`config.mk`:
```
export PLATFORM = sky130hd
export DESIGN_NAME = decode_issue
export DESIGN_NICKNAME = d
export VERILOG_FILES = /design/src/rtl/decode_issue.sv
export SDC_FILE = /design/constraint.sdc
export NUM_CORES = 1
export LEC_CHECK = 0
export BUFFER_PORTS_ARGS = -buffer_cell sky130_fd_sc_hd__buf_2
export CORE_MARGIN = 2
export CORE_UTILIZATION = 50
export DETAILED_ROUTE_END_ITERATION = 10
export HOLD_SLACK_MARGIN = 0.1
export PLACE_DENSITY = 0.75
export SLEW_MARGIN = 20
export SYNTH_ARGS = -nofsm -noshare
export SYNTH_HDL_FRONTEND = slang
export SYNTH_SLANG_ARGS = --single-unit
```
`constraint.sdc`:
```
create_clock -name clk -period 3.4 [get_ports clk]
set_input_delay 0.17 -clock clk [delete_from_list [all_inputs] [get_ports clk]]
set_output_delay 0.17 -clock clk [all_outputs]
set_load 0.03 [all_outputs]
```
`src/rtl/decode_issue.sv`:
```
// decode_issue: single-slot decode/issue stage with a register scoreboard.
//
// An instruction is accepted when none of its source registers, nor its
// destination register (if it writes one), is marked busy. An accepted
// instruction is held in the issue slot until the read stage takes it.
// Writing instructions mark their destination busy at issue, and the bit
// is cleared again by writeback. Cycles lost to hazards are counted in a
// saturating counter.
//
// Ports
//   clk, rst              clock, synchronous active-high reset
//   in_valid/in_ready     fetch handshake; in_instr carries the instruction
//                         [31] no-write, [30:26] opcode, [25:21] rs/dest,
//                         [20:16] rt, [15:0] imm
//   out_valid/out_ready   issue handshake toward the register-file read stage
//   out_rs/out_rt         read addresses; out_dest/out_we write target
//   out_opcode/out_imm    opcode and immediate fields
//   wb_valid/wb_reg       writeback completion, clears the busy bit
//   flush                 drops the held issue slot
//   stall_cnt             saturating count of hazard-stall cycles
//
// Build option
//   DECODE_WB_BYPASS_EN   when defined, the register being written back in
//                         this cycle is treated as free by the hazard check,
//                         so a stalled instruction can issue in the wb cycle.
module decode_issue #(
  parameter int ADDR_W = 5,
  parameter int DATA_W = 32,
  parameter int CNT_W  = 16
) (
  input  logic              clk,
  input  logic              rst,
  input  logic              in_valid,
  input  logic [DATA_W-1:0] in_instr,
  output logic              in_ready,
  output logic              out_valid,
  input  logic              out_ready,
  output logic [ADDR_W-1:0] out_rs,
  output logic [ADDR_W-1:0] out_rt,
  output logic [ADDR_W-1:0] out_dest,
  output logic              out_we,
  output logic [4:0]        out_opcode,
  output logic [15:0]       out_imm,
  input  logic              wb_valid,
  input  logic [ADDR_W-1:0] wb_reg,
  input  logic              flush,
  output logic [CNT_W-1:0]  stall_cnt
);

  localparam int NREG = 1 << ADDR_W;

  logic [NREG-1:0]   busy_q, busy_d, busy_eff;
  logic              valid_q, valid_d;
  logic [ADDR_W-1:0] rs_q, rs_d, rt_q, rt_d;
  logic              we_q, we_d;
  logic [4:0]        op_q, op_d;
  logic [15:0]       imm_q, imm_d;
  logic [CNT_W-1:0]  cnt_q, cnt_d;

  logic              we_in;
  logic [ADDR_W-1:0] rs_in, rt_in;
  logic              hazard, accept;

  assign we_in = !in_instr[31];
  assign rs_in = in_instr[21 +: ADDR_W];
  assign rt_in = in_instr[16 +: ADDR_W];

`ifdef DECODE_WB_BYPASS_EN
  always_comb begin
    busy_eff = busy_q;
    if (wb_valid) busy_eff[wb_reg] = 1'b0;
  end
`else
  assign busy_eff = busy_q;
`endif

  // The destination is the rs field, so the dest term only matters when the
  // instruction writes; it is kept explicit for clarity.
  assign hazard = in_valid &&
                  (busy_eff[rs_in] || busy_eff[rt_in] || (we_in && busy_eff[rs_in]));

  assign in_ready = !rst && !hazard && (!valid_q || out_ready) && !flush;
  assign accept   = in_valid && in_ready;

  always_comb begin
    busy_d  = busy_q;
    valid_d = valid_q;
    rs_d    = rs_q;
    rt_d    = rt_q;
    we_d    = we_q;
    op_d    = op_q;
    imm_d   = imm_q;
    cnt_d   = cnt_q;

    // Clear first so a same-cycle set of the same register wins.
    if (wb_valid) busy_d[wb_reg] = 1'b0;
    if (accept && we_in && (rs_in != '0)) busy_d[rs_in] = 1'b1;

    if (flush) begin
      valid_d = 1'b0;
    end else if (accept) begin
      valid_d = 1'b1;
      rs_d    = rs_in;
      rt_d    = rt_in;
      we_d    = we_in;
      op_d    = in_instr[30:26];
      imm_d   = in_instr[15:0];
    end else if (out_ready) begin
      valid_d = 1'b0;
    end

    if (hazard && !(&cnt_q)) cnt_d = cnt_q + CNT_W'(1);
  end

  always_ff @(posedge clk) begin
    if (rst) begin
      busy_q  <= '0;
      valid_q <= 1'b0;
      rs_q    <= '0;
      rt_q    <= '0;
      we_q    <= 1'b0;
      op_q    <= '0;
      imm_q   <= '0;
      cnt_q   <= '0;
    end else begin
      busy_q  <= busy_d;
      valid_q <= valid_d;
      rs_q    <= rs_d;
      rt_q    <= rt_d;
      we_q    <= we_d;
      op_q    <= op_d;
      imm_q   <= imm_d;
      cnt_q   <= cnt_d;
    end
  end

  assign out_valid  = valid_q;
  assign out_rs     = rs_q;
  assign out_rt     = rt_q;
  assign out_dest   = rs_q;
  assign out_we     = we_q;
  assign out_opcode = op_q;
  assign out_imm    = imm_q;
  assign stall_cnt  = cnt_q;

endmodule

```
# == Word-level counts from Yosys, hierarchy flattened ==
# Index checks and enable logic that the tools add are counted.
# classes
n_addsub,1
order_cmp,5
mux,12
bitwise_logic,4
n_reduce_logical,25
# op_table
op,n
two-way mux 32 bit,2
AND 32 bit,1
NOT 32 bit,1
OR 32 bit,1
"less-than comparator 5 x 6 -> 1 bit, second input constant",3
"adder 16 x 1 -> 16 bit, second input constant",1
AND reduction 16 bit,1
logical AND 1 bit,11
binary-select mux 1 bit (select 5 bit),2
demux 1 bit (select 5 bit),2
">= comparator 5 x 1 -> 1 bit, second input constant",2
logical NOT 1 bit,6
two-way mux 1 bit,6
nonzero test 5 bit,1
logical OR 1 bit,3
AND reduction 2 bit,1
nonzero test 2 bit,1
OR reduction 2 bit,1
NOT 1 bit,1
# word_totals
register_bits,81
output_inout_bits,55

# == Longest topological paths before layout ==
# depth
word_depth,13
depth_mapped,11

# == Least setup slack after synthesis ==
# OpenSTA, ideal clock, no wires.
# synth_timing
path_type,input port to output port
startpoint,input port in_instr[16]
endpoint,output port in_ready
arrival_time_ns,2.696
required_ns,3.230
path_slack_ns,0.534
cell_stages,6
cell_sequence,buf_4 -> mux4_2 -> mux4_2 -> a21oi_1 -> a31oi_1 -> nor4_1
# synth_via
elab_chain_cells,9
# synth_lines
item,line_no,rtl
start: declaration,34,"input logic [DATA_W-1:0] in_instr,"
binary-select mux 1 bit (select 5 bit),80,(busy_eff[rs_in] || busy_eff[rt_in] || (we_in && busy_eff[rs_in]));
two-way mux 1 bit (implied by the code),80,
logical OR 1 bit (2 in series),80,
logical AND 1 bit,79,assign hazard = in_valid &&
logical NOT 1 bit,82,assign in_ready = !rst && !hazard && (!valid_q || out_ready) && !flush;
logical AND 1 bit (3 in series),82,
end: declaration,35,"output logic in_ready,"
# No other way between the ends. The select of a mux whose other input is x is not followed.

# == Worst setup path after layout ==
# layout_timing
startpoint,"register busy_q[19], in the netlist busy_eff[19]"
endpoint,output port in_ready
# layout_via
elab_chain_cells,9
# layout_lines
item,line_no,rtl
start: declaration,52,"logic [NREG-1:0] busy_q, busy_d, busy_eff;"
start signal: assignment,126,busy_q <= busy_d;
binary-select mux 1 bit (select 5 bit),80,
two-way mux 1 bit (implied by the code),80,
logical OR 1 bit or logical AND 1 bit (tied branches),80,
logical OR 1 bit (*),80,
logical AND 1 bit (*),79,
logical NOT 1 bit (*),82,
logical AND 1 bit (*) (3 in series),82,
# Mark *: on every way between the ends. The rest lies on a longest branch, timed or not. The select of a mux whose other input is x is not followed.

==> impl_metrics.py <==
metrics = {
    "outcome": {
        "status": "finished, final reports clean",
    },
    "final_layout": {
        "fillcell_total": 701,
        "drive_gt1_frac": 0.318,
        "layout-area-overhead-vs-synth_pct": 22.4,
        "insertedDiodeCount": 0,
        "final_core_utilization": 0.634,
        "layout_nets": 609,
    },
    "global_routing": {
        "aggregate_global_routing_overflow": 0,
        "grt_pass1_wl_um": 18200,
        "grt_max_degree": 93,
        "grt_antenna_before_repair": 0,
        "grt_pass1_vias": 3776,
        "groute.usage.overall": 0.253,
    },
    "synthesis": {
        "syn_inst": 460,
        "synth_largest_type_area_fraction": 0.379,
        "yosys-top-cells-count": "dfxtp_1 (81), nor2b_1 (58), o21ai_0 (41)",
        "synthTopCellsByArea": "dfxtp_1 (38%), mux2_2 (10%), nor2b_1 (8.5%)",
        "mappedNetlistNets": 504,
        "mapped_area_um2": 4280,
        "synth_enable_flop_cells": 0,
        "postSynthAreaPerCell_um2": 9.30,
        "synth_ff_type": "dfxtp_1",
        "synth_cell_types": 47,
        "yosys_register_bits": 81,
        "ys_seq_area_frac": 0.379,
        "synthArstFlopShare": 0,
        "synth_top_cell_by_area": "dfxtp_1",
        "yosys_warnings": 0,
        "synth.most_common_cell": "dfxtp_1",
    },
    "floorplanning": {
        "die-height_um": 96.5,
        "die-width_um": 96.5,
        "initial_utilization": 0.518,
        "die-area_um2": 9310,
        "core_region_area_um2": 8260,
        "num_io_pins": 98,
        "core.rowCount": 33,
    },
    "setup_path": {
        "worstSetupStartpointType": "flop",
        "timing.reg2reg.worst_path_depth": 7,
        "crit_path_end_kind": "primary output",
        "cp_arrival_ns": 2.65,
        "top_fanout_value_on_the_critical_path": 9,
        "critPathKind": "reg -> out",
        "timing.rr.start": "busy_eff[19]",
        "worst-r2r-setup-slack_ns": 0.83,
        "endpoint_required_time_on_the_critical_path_ns": 3.23,
        "regToRegEndpoint": "out_rt[1]",
    },
    "clock_tree": {
        "cts_num_sinks": 81,
        "ctsHoldBuffers": 23,
        "clock_tree.root_cell": "clkbuf_8",
        "cts.htree.levels": 3,
        "insertion_delay_ns": 0.35,
        "cts_made_buffers": 9,
        "cts_max_path_buffers": 2,
        "post_cts.repair.setup_buffers": 0,
        "ctsResizeCount": 0,
        "tritoncts_clock_tree": "done",
        "clock_transition_at_path_regs_ns": 0.08,
    },
    "drt": {
        "detail_route.iter0.violations": 295,
        "drt.antenna.violating_nets": 0,
        "drt_wl_total_um": 11500,
        "avgRoutedWirePerCell_um": 17.0,
        "detail_route.first_pass.iterations": 7,
        "vias_per_cell": 5.83,
        "route.detailed.drc": 0,
        "dr_total_vias": 3934,
    },
    "place": {
        "place.detailed.hpwl_um": 7740,
        "weighted_congestion_reported_at_the_end_of_routability_driven_placement": 0.868,
        "numPortBuffers": 97,
    },
    "flow_run": {
        "cap_viol_max_count": 0,
    },
    "power_and_ir_drop": {
        "power.share.sequential": 0.468,
        "power.share.switching": 0.252,
        "net_load_switching_power_mw": 0.530,
        "total_leakage_power_nw": 2.13,
        "power_per_cell_area_nw_per_um2": 401,
        "ir_worst_vdd_mv": 0.311,
        "cell_internal_pwr_mw": 1.57,
        "p_clk_frac": 0.406,
        "comb_power_share": 0.126,
    },
    "timing": {
        "layout_min_cycle_time_ns": 2.82,
        "drv_slew": 0,
        "final.setup_skew_ns": 0.00822,
        "fin_crit_sh": 0.830,
        "setup_viol": 0,
        "final.setup.tns_ns": 0,
        "max_clock_freq_ghz": 0.354,
        "grt_setup_unrepaired": "false",
        "finalHoldViolCount": 0,
        "max_slew_margin": 0.424,
        "tightest_slew_ns": 0.864,
    },
    "hold_path": {
        "hp-start": "in_instr[20]",
        "worst_hold_path.endpoint": "out_rt[4]",
        "hold_class": "in -> reg",
        "hold-path-cell-count": 2,
    },
}
-- placed cells by master (no fill, tap or decap), types with 2 or more instances in the layout --
master         count
nor3b_1            5
nand2b_1           9
or4_1              5
buf_2             97
and3_1             7
a31oi_1            4
mux2i_1           10
bufinv_16          3
buf_4              5
a21oi_1           12
or3b_2             2
nand4_1            6
clkbuf_8           9
or2_2              2
nor4_1             4
o21ai_0           41
mux4_2            11
nand3_1           11
nor2b_1           58
nand3b_1          22
nor3_1            10
nand3_2            3
dfxtp_1           81
nand2_1           36
mux2_2            38
o31ai_1           10
mux2_4             2
inv_1              4
dlygate4sd3_1     23
nor2_1            15
o22ai_1            3
a31o_2             3
-- power groups by stage --
stage	sequential [mW]	clock [mW]	combinational [mW]
global route	0.985	0.899	0.284
detailed placement	1.00	0	0.241
floorplan	1.05	0	0.121
global placement	1.00	0	0.236
CTS	0.981	0.865	0.262
finish	0.982	0.851	0.265
-- worst max path at each step --
stage	startpoint	to	slack, ns
after CTS	busy_eff[19]	in_ready	0.57
after global routing	busy_eff[31]	in_ready	0.43
after global placement	in_instr[16]	out_imm[8]	0.65
after detailed placement	in_instr[16]	out_imm[8]	0.64
after floorplan	in_instr[16]	in_ready	0.53
final	busy_eff[19]	in_ready	0.58
-- flip-flops by register name, indices dropped and copies added, names as in the netlist --
register,cells
out_opcode,5
out_valid,1
out_imm,16
busy_eff,32
out_we,1
out_rt,5
out_dest,5
stall_cnt,16
-- final cells by class --
type,instances,area [µm²],share of cell area
clock inverters,6,115,0.0220
clock buffers,10,128,0.0244
flip-flops and latches,81,1620,0.310
multi-input cells,344,2470,0.472
repair buffers,125,753,0.144
well taps,105,131,0.0251
inverters,4,15.0,0.00287
-- metal layers --
metal,vias to the layer above,track usage,part of all wire
met5,-,0,0
met4,0,0.102,0.028
met3,29,0.0497,0.062
met2,144,0.431,0.50
met1,1886,0.314,0.41
li1,1875,-,-
-- kinds of logic (layout without fill, tap and decap cells) --
kind of cell	after synthesis	in the layout	synth area share
compound gates	81	81	0.113
fa+ha+maj	1	1	0.00292
mux	61	61	0.188
flops	81	81	0.379
buf+inv	35	145	0.0433
simple gates	201	201	0.274
-- worst max-delay path, cell delays in order, from the launching register on --
cell	delay, ns
dfxtp_1	0.35
mux4_2	0.48
mux4_2	0.46
a21oi_1	0.19
a31oi_1	0.29
nor4_1	0.29
buf_2	0.24
-- stage by stage --
step	setup WS, ns	cell area (µm²)	total power, mW	instances	hold WS (ns)
finish	0.577	5240	2.10	675	0.113
global route	0.434	5240	2.17	675	0.106
CTS	0.566	5240	2.11	675	0.104
detailed placement	0.641	4760	1.24	636	0.391
global placement	0.652	4760	1.24	636	0.383
floorplan	0.534	4280	1.17	460	0.249
No activity file was read; power rests on OpenSTA's default activity.
